### config.mk
export PLATFORM = sky130hd
export DESIGN_NAME = fib_seq_gen
export DESIGN_NICKNAME = d
export VERILOG_FILES = /design/src/rtl/fib_seq_gen.sv
export SDC_FILE = /design/constraint.sdc
export NUM_CORES = 1
export LEC_CHECK = 0
export BUFFER_PORTS_ARGS = -buffer_cell sky130_fd_sc_hd__buf_2
export CORE_MARGIN = 2
export CORE_UTILIZATION = 30
export CTS_CLUSTER_DIAMETER = 120
export DETAILED_ROUTE_END_ITERATION = 16
export PLACE_DENSITY = 0.53
export SYNTH_ARGS = -nofsm -noshare
export SYNTH_HDL_FRONTEND = slang
export SYNTH_SLANG_ARGS = --single-unit
### constraint.sdc
create_clock -name clk -period 3.7 [get_ports clk]
set_clock_uncertainty 0.1 [all_clocks]
set_input_delay 0.185 -clock clk [delete_from_list [all_inputs] [get_ports clk]]
set_output_delay 0.185 -clock clk [all_outputs]
set_load 0.02 [all_outputs]
### src/rtl/fib_seq_gen.sv
// Fibonacci-style sequence generator: cur is the value expected now, nxt the one after.
module fib_seq_gen #(
  parameter int               WIDTH = 32,
  parameter logic [WIDTH-1:0] SEQ0  = 1,
  parameter logic [WIDTH-1:0] SEQ1  = 2
) (
  input  logic             clk,
  input  logic             reset,
  input  logic             advance,
  output logic [WIDTH-1:0] cur,
  output logic [WIDTH-1:0] nxt
);

  logic [WIDTH-1:0] r_a;
  logic [WIDTH-1:0] r_b;

  // Shift the pair forward on advance; the sum wraps modulo 2^WIDTH by design.
  always_ff @(posedge clk) begin
    if (reset) begin
      r_a <= SEQ0;
      r_b <= SEQ1;
    end else if (advance) begin
      // NOTE: non-blocking assignments make r_b see the old r_a, so both update from pre-edge values.
      r_a <= r_b;
      r_b <= r_a + r_b;
    end
  end

  assign cur = r_a;
  assign nxt = r_b;

endmodule : fib_seq_gen

==> results of run 1 <==
power by group:
part           internal [mW]  switching, mW  total (mW)
Combinational         0.0453         0.0812       0.126
Clock                  0.607          0.293       0.899
Sequential             0.701         0.0125       0.714
path summary, 6_finish.rpt:
| check | start | to | slack, ps |
|---|---|---|---|
| setup reg to reg | nxt[24] | nxt[31] | 840 |
| hold reg to reg | nxt[19] | nxt[19] | 420 |
| setup / recovery | nxt[24] | nxt[31] | 840 |
| hold / removal | reset | cur[31] | 220 |
layer usage:
| layer | vias up | track usage [%] | part of all wire (%) |
|---|---|---|---|
| met5 | - | 0 | 0 |
| met4 | 0 | 5.506 | 1.4 |
| met3 | 13 | 4.693 | 6.3 |
| met2 | 88 | 23.56 | 46 |
| met1 | 1663 | 19.05 | 46 |
| li1 | 1803 | - | - |
through the flow:
step | hold WS [ps] | utilization [%] | power [mW] | area [um2] | setup slack (ps)
global placement | 382.2 | 34.03 | 0.8522 | 4453 | 939.2
CTS | 208.2 | 36.44 | 1.768 | 4768 | 854.3
finish | 215.7 | 36.44 | 1.739 | 4768 | 842.7
floorplan | 217.5 | - | 0.8192 | 3984 | 1096
detailed placement | 407.4 | 34.03 | 0.8557 | 4453 | 870.9
global route | 232.2 | 36.44 | 1.807 | 4768 | 686.1
critical path, delay by kind of cell (launching register included):
kind                     cells  cell delay (ps)
buffers and inverters        1               70
flip-flops                   1              410
AND/OR/NAND/NOR              1              400
multiplexers                 1              340
adder cells (fa/ha/maj)      1              360
AO/OA/AOI/OAI                5             1060
layout by cell type (no fill, tap or decap), types with 7 or more instances in the layout:
cell type / synthesis / layout
a211oi_1: 7 / 7
ha_1: 31 / 31
mux2i_1: 49 / 49
dfxtp_1: 64 / 64
inv_1: 17 / 17
xor2_1: 7 / 7
clkbuf_16: 0 / 9
nor2_1: 66 / 66
nand4_1: 8 / 8
o21ai_0: 22 / 22
a21oi_1: 32 / 32
a21o_1: 10 / 10
buf_2: 1 / 66
nand2_1: 36 / 36
xnor2_1: 14 / 14
kinds of logic (layout without fill, tap and decap cells):
group | Yosys count | count (layout) | share of synthesized area [%]
buf+inv | 43 | 102 | 4.114
xor+xnor | 21 | 21 | 4.617
fa+ha+maj | 32 | 32 | 10.24
compound gates | 122 | 122 | 20.51
flops | 64 | 64 | 32.16
simple gates | 139 | 139 | 15.77
mux | 50 | 50 | 12.59
sequential cells by signal, indices dropped and copies added (netlist names):
register  cells
nxt          32
cur          32
cell type report:
cell class	instances	area [um2]
Clock buffer	13	250.2
Clock inverter	3	65.06
Fill cell	1360	8317
Inverter	18	67.56
Multi-Input combinational cell	364	2539
Sequential cell	64	1281
Tap cell	176	220.2
Timing Repair Buffer	68	345.3
==> summary.txt, run 1 <==
Run status
  – Status: finished, final reports clean

Die
  – Core Area: 13090 um2
  – Die Height: 119.2 um
  – IO Pins: 67
  – Die area: roughly 14000 um2
  – Initial core utilization: between 30% and 40%
  – Die width: roughly 120 um
  – Row count: 42

Synthesis
  – Mapped Area: 3984 um2
  – Post-synth EDFFs: 0
  – Fraction of registers with async set/reset: 0%
  – Post-synth top area cell: dfxtp_1
  – Yosys Warn Count: 0
  – Count leader, synth: nor2_1
  – Avg Inst Size Synth: between 8 and 9 um2
  – Syn_nets: 506
  – Main flop type after synthesis: dfxtp_1
  – Post-synth top area share: between 30% and 40%
  – Sequential share of the synthesized area: roughly 32%
  – Flops & latches, synth: 64
  – Gate Count Post-Synth: around 470
  – Top post-synthesis cells by count: nor2_1, dfxtp_1, mux2i_1
  – Yosys cell types: 58
  – Synth area leaders: dfxtp_1, mux2i_1, ha_1, nor2_1, a21oi_1

Worst setup path
  – Critical path arrival: about 3000 ps
  – Slowest CP cell: dfxtp_1
  – Crit-path cells: ha_1, a21oi_1, inv_1, a31oi_1, or3b_1, a211oi_1, o21ai_0, a21oi_1, mux2_1
  – CP most frequent cell: a21oi_1
  – R2r worst-path depth: 9
  – Crit path launch type: register
  – WP data required: 3820 ps
  – CP Capture Type: register
  – Setup CP Type: reg -> reg
  – CP peak stage delay: 410 ps
  – Critical-path maximum fanout: 7

Timing
  – Tightest Pin Transition: roughly 800 ps
  – Final setup fails: 0
  – Rel. slew slack: a little under half
  – TNS Setup: 0 ps
  – RSZ-0062 raised after global routing: no
  – Max Fclk: roughly 350 MHz
  – Count of final hold-check violations: 0
  – Fin crit period: about 2900 ps
  – Max-slew violation count: 0
  – Period utilization: a little under 80%

Routing
  – DR vias/cell: 5.052
  – Detailed Route Iter0 Violations: around 230
  – Post-Route WL: roughly 10 mm
  – Via count: ~3600
  – DRC viols: 0
  – Pre-Repair DR Iteration Count: 5
  – Antenna viol nets, final: 0
  – WL per Instance: between 10 and 15 um

Placed design
  – Final HPWL DP: ~7.8 mm
  – # placed instances: between 600 and 700
  – Final Wtd Congestion: roughly 0.92
  – Buffers added on ports: 66

Clock tree
  – Clk sink count: 64
  – Htree depth: 3
  – Hold_buf cts: 0
  – Worst-Skew Late Latency: roughly 340 ps
  – Clock-pin slew on the worst setup and hold paths: ~50 ps
  – Root buffer cell: clkbuf_16
  – CTS tree: built
  – CTS buffer count: 9
  – Clock Path Buffers: 2
  – Post-CTS Resized: 0
  – Postcts setup bufs: 0

Power
  – PD cells: between 300 and 400 nW/um2
  – Pleak: between 2 and 2.5 nW
  – Peak VDD IR: approximately 0.26 mV

Cells and area
  – Antenna cell count: 0
  – Share of layout cells above drive strength 1: 16.98%
  – Layout area overhead: 19.69%
  – Non-Filler Instances: around 710
  – Final Net Count: 560

Global routing
  – Number of global-route vias before repair: 3367
  – Antenna violations before repair: 0
  – Largest net degree at the start of global routing: 31
  – GRT Residual Overflow: 0
  – First-pass GRT wire length: 16.91 mm
  – All-layer global routing usage: ~15%

Worst hold path
  – Cell count of the worst hold path: 2
  – Hold crit path type: in -> reg

Flow run
  – Max-cap viol count: 0
Power figures use the tool's default switching activity.
==> inputs of run 2 (changes only) <==
clock period = 2.8 ns   (was 3.7 ns; I/O delays follow)
==> run 2 against run 1 <==
Via count grew 1.0%; hold slack lost 190 ps; sequential cell count is the same; non-clock buffer count grew 13; routed wire length grew 2.5%; critical path type unchanged; critical endpoint is now nxt[27]; highest routed layer unchanged.
==> summary.txt, run 2 (synthesis results as in run 1) <==
Placed design
  – Final Wtd Congestion: 0.8965
  – Final HPWL DP: 7.964 mm
  – Buffers added on ports: 66
  – Area after DPL: 4528 um2
  – # placed instances: 700

Worst setup path
  – R2r worst-path depth: 8
  – Crit path launch: nxt[13]
  – Critical R2R Capture: nxt[27]
  – Setup CP Type: reg -> reg
  – Reg2Reg Setup Slack: between 150 and 200 ps
  – CP endpoint: nxt[27]
  – WP data required: 2920 ps
  – Critical-path maximum fanout: 8
  – Worst reg2reg path startpoint: nxt[13]
  – Critical path arrival: about 2800 ps
  – Crit path launch type: register
  – CP Capture Type: register

Timing
  – Fin crit period: 2628 ps
  – Period utilization: between 90% and 100%
  – Tightest Pin Transition: about 760 ps
  – TNS Setup: 0 ps
  – RSZ-0062 raised after global routing: no
  – Final setup fails: 0
  – Rel. slew slack: 48.91%
  – Max Fclk: approximately 380 MHz
  – Count of final hold-check violations: 0
  – Max-slew violation count: 0

Cells and area
  – Design area: 4842 um2
  – Non-Filler Instances: 718
  – Commonest non-fill, non-tap cells in the layout: nor2_1, buf_2, dfxtp_1
  – Antenna cell count: 0
  – Final Net Count: about 570
  – Share of layout cells above drive strength 1: 20.48%
  – Fillers: roughly 1400
  – Layout area overhead: 21.55%

Power
  – Sw Ratio: 24.27%
  – Pleak: 2.368 nW
  – Clk network pwr share: between 40% and 50%
  – Overall power: around 2.1 mW
  – Peak VDD IR: 0.2149 mV
  – PD cells: around 430 nW/um2
  – Combinational Power Share: under 10%
  – Cell internal pwr: around 1.6 mW
  – Seq pwr share: between 40% and 50%
  – Psw: between 0.5 and 0.6 mW

Die
  – Row count: 42
  – Die width: 119.2 um
  – Initial core utilization: a little under a third
  – Die area: 14220 um2
  – IO Pins: 67
  – Core Area: between 10000 and 15000 um2
  – Die Height: 119.2 um

Routing
  – Antenna viol nets, final: 0
  – DR vias/cell: approximately 5.0
  – Post-Route WL: roughly 11 mm
  – Detailed Route Iter0 Violations: 222
  – Via count: around 3600
  – DRC viols: 0
  – WL per Instance: between 10 and 15 um
  – Pre-Repair DR Iteration Count: 4

Global routing
  – Antenna violations before repair: 0
  – GRT Residual Overflow: 0
  – Number of global-route vias before repair: between 3000 and 4000
  – All-layer global routing usage: between 15 and 20%
  – Largest net degree at the start of global routing: 35
  – First-pass GRT wire length: 17.47 mm

Clock tree
  – Htree depth: 3
  – Hold_buf cts: 0
  – Root buffer cell: clkbuf_16
  – CTS buffer count: 9
  – Clk sink count: 64
  – Clock-pin slew on the worst setup and hold paths: 50 ps
  – CTS tree: built
  – Worst-Skew Late Latency: ~330 ps
  – Clock Path Buffers: 2

Run status
  – Status: finished, final reports clean

Flow run
  – Max-cap viol count: 0

Worst hold path
  – Hold crit path type: in -> reg
[run 2: metrics by stage]
step | util (%) | hold WS [ps] | worst slack (ps)
detailed placement | 34.61 | 377.0 | 32.62
global route | 37.01 | 55.88 | 9.492
global placement | 34.61 | 354.0 | 52.07
finish | 37.01 | 24.38 | 172.3
CTS | 36.51 | 19.02 | 27.42
floorplan | - | 172.5 | 196.2
[run 2: how the worst min path moves through the flow]
stage,startpoint,endpoint,slack (ps),cells after the start
5_1_grt,advance,cur[31],60,3
2_1_floorplan,reset,cur[0],170,2
3_3_place_gp,advance,cur[31],350,3
6_report,advance,cur[31],20,3
3_5_place_dp,advance,cur[31],380,3
4_1_cts,advance,cur[31],20,3
[run 2: per-layer routing]
layer | GRT usage [%] | up-vias | share of wire, %
met5 | 0 | - | 0
met4 | 6.622 | 0 | 2.0
met3 | 3.688 | 14 | 4.7
met2 | 24.50 | 79 | 45
met1 | 20.12 | 1684 | 48
li1 | - | 1827 | -
[run 2: what timing repair did]
action                                  in CTS  in global routing
endpoints found under the hold margin        0                  0
resized for setup                            0                 11
setup buffers                                0                  3
endpoints found under the setup margin       0                 11
[run 2: critical path, cell delays in order (launching register included)]
cell      delay [ps]
dfxtp_1          340
ha_1             400
and3_1           220
a41o_1           250
a21oi_2          180
o311ai_4         120
a211oi_1         440
o21ai_1          160
a221o_1          300
[run 2: final cells by class]
class / count / area, um2 / area share, %
Tap cell: 176 / 220.2 / 4.548
Timing Repair Buffer: 81 / 442.9 / 9.147
Multi-Input combinational cell: 364 / 2581 / 53.31
Inverter: 18 / 67.56 / 1.395
Clock buffer: 14 / 244.0 / 5.039
Clock inverter: 1 / 5.005 / 0.1034
Sequential cell: 64 / 1281 / 26.46
[run 2: power groups by stage]
stage / logic (mW) / registers [mW] / clock network [mW]
finish: 0.170 / 0.944 / 0.977
global route: 0.188 / 0.946 / 1.05
CTS: 0.170 / 0.943 / 1.01
detailed placement: 0.169 / 0.962 / 0
global placement: 0.166 / 0.960 / 0
floorplan: 0.106 / 0.976 / 0
==> inputs of run 3 (changes only) <==
BUFFER_PORTS_ARGS = unset   (was -buffer_cell sky130_fd_sc_hd__buf_2)
DONT_BUFFER_PORTS = 1   (was unset)
PLACE_DENSITY = 0.49   (was 0.53)
==> run 3 against run 2 <==
Via count is 0.39% lower; global-route usage is 1.5 points higher; sequential share of layout area is 0.96 points lower; clock power is 5% higher; critical endpoint is now nxt[31]; worst setup slack worse by 3.3 ps; final cell count is 0.70% lower; design area is 3.8% higher; combinational power is 10% higher; utilization is 1.4 points higher; first-iteration DRC count is 29% lower.
==> summary.txt, run 3 (synthesis results as in run 1) <==
Run status
  – Status: finished, final reports clean

Power
  – PD cells: roughly 430 nW/um2
  – Peak VDD IR: roughly 0.32 mV
  – Pleak: 2.365 nW

Die
  – IO Pins: 67
  – Die area: 14220 um2
  – Core Area: about 13000 um2
  – Row count: 42
  – Die width: between 100 and 150 um
  – Initial core utilization: roughly 30%
  – Die Height: about 120 um

Cells and area
  – Final Net Count: roughly 570
  – Share of layout cells above drive strength 1: between 15 and 20%
  – Commonest non-fill, non-tap cells in the layout: buf_4, nor2_1, dfxtp_1
  – Antenna cell count: 0
  – Layout area overhead: 26.13%
  – Non-Filler Instances: between 700 and 800
  – Most common cell after layout, fill and taps aside: buf_4
  – Design area: around 5000 um2

Timing
  – Count of final hold-check violations: 0
  – TNS Setup: 0 ps
  – Max-slew violation count: 0
  – Fin crit period: between 2000 and 3000 ps
  – Rel. slew slack: between 40% and 50%
  – RSZ-0062 raised after global routing: no
  – Tightest Pin Transition: 836.4 ps
  – WHS: around 37 ps
  – Max Fclk: between 300 and 400 MHz
  – Setup ws final: about 170 ps
  – Final setup fails: 0
  – Period utilization: 93.96%

Placed design
  – Buffers added on ports: 0
  – Final Wtd Congestion: roughly 0.84
  – Final HPWL DP: between 8 and 9 mm
  – Dpl ws: approximately 50 ps
  – # placed instances: ~700
  – Area after DPL: around 4700 um2

Routing
  – Post-Route WL: 11.29 mm
  – Detailed Route Iter0 Violations: 158
  – DR vias/cell: 5.035
  – Antenna viol nets, final: 0
  – DRC viols: 0
  – Via count: approximately 3600
  – WL per Instance: ~16 um
  – Pre-Repair DR Iteration Count: 4

Global routing
  – Antenna violations before repair: 0
  – Largest net degree at the start of global routing: 56
  – GRT Residual Overflow: 0
  – All-layer global routing usage: approximately 17%
  – First-pass GRT wire length: about 19 mm
  – Number of global-route vias before repair: about 3600

Clock tree
  – CTS buffer count: 9
  – Htree depth: 3
  – Clock-pin slew on the worst setup and hold paths: about 50 ps
  – Clock Path Buffers: 2
  – Worst-Skew Late Latency: 340 ps
  – Postcts setup bufs: 0
  – Root buffer cell: clkbuf_16
  – CTS tree: built
  – Clk sink count: 64

Worst setup path
  – Crit path launch: cur[8]
  – WP data required: roughly 3000 ps
  – CP Capture Type: register
  – Critical path arrival: ~2800 ps
  – Setup CP Type: reg -> reg
  – Crit path launch type: register
  – Critical-path maximum fanout: 8
  – Worst reg2reg path startpoint: cur[8]
  – Reg2Reg Setup Slack: approximately 170 ps

Worst hold path
  – Hold crit path type: in -> reg
  – Hold_sp: reset

Flow run
  – Max-cap viol count: 0
-- run 3: where the power goes --
| part | internal (mW) | total [mW] | switching, mW |
|---|---|---|---|
| logic | 0.0745 | 0.187 | 0.113 |
| clock network | 0.643 | 1.03 | 0.390 |
| registers | 0.927 | 0.938 | 0.0111 |
-- run 3: cell type report --
cell class | instances | area [um2]
Sequential cell | 64 | 1281
Fill cell | 1319 | 8060
Tap cell | 176 | 220.2
Timing Repair Buffer | 76 | 613.1
Clock buffer | 15 | 267.8
Multi-Input combinational cell | 364 | 2575
Inverter | 18 | 67.56
-- run 3: stage by stage --
| stage | power [mW] | util (%) |
|---|---|---|
| after floorplan | 1.083 | - |
| after global placement | 1.099 | 35.58 |
| after detailed placement | 1.102 | 35.58 |
| after CTS | 2.192 | 38.12 |
| after global routing | 2.264 | 38.40 |
| final | 2.157 | 38.40 |
-- run 3: repair_timing --
item / 4_1_cts / 5_1_grt
hold endpoints to repair: 55 / 0
setup endpoints to repair: 0 / 5
resized for setup: 0 / 10
hold buffers: 3 / 0
-- run 3: routing by layer --
metal  wire, um  vias up  GRT usage, %
met5          0        -             0
met1       5145     1664         21.41
met3        782       18         6.178
li1           -     1825             -
met2       5157       83         26.72
met4        202        0         6.027
-- run 3: worst max-delay path: stages, from the launching register on --
cell and delay (ps):
dfxtp_1 350, ha_2 350, a211oi_1 330, o21ai_1 140, o2111ai_1 170, o311ai_4 170
a211oi_1 280, o21ai_0 120, a21oi_1 170, mux2_1 330
-- run 3: final timing paths --
path                                 to  cells after the start
worst max-delay path            nxt[31]                      9
worst max register to register  nxt[31]                      9
worst min-delay path            cur[22]                      2
worst min register to register   nxt[1]                      2
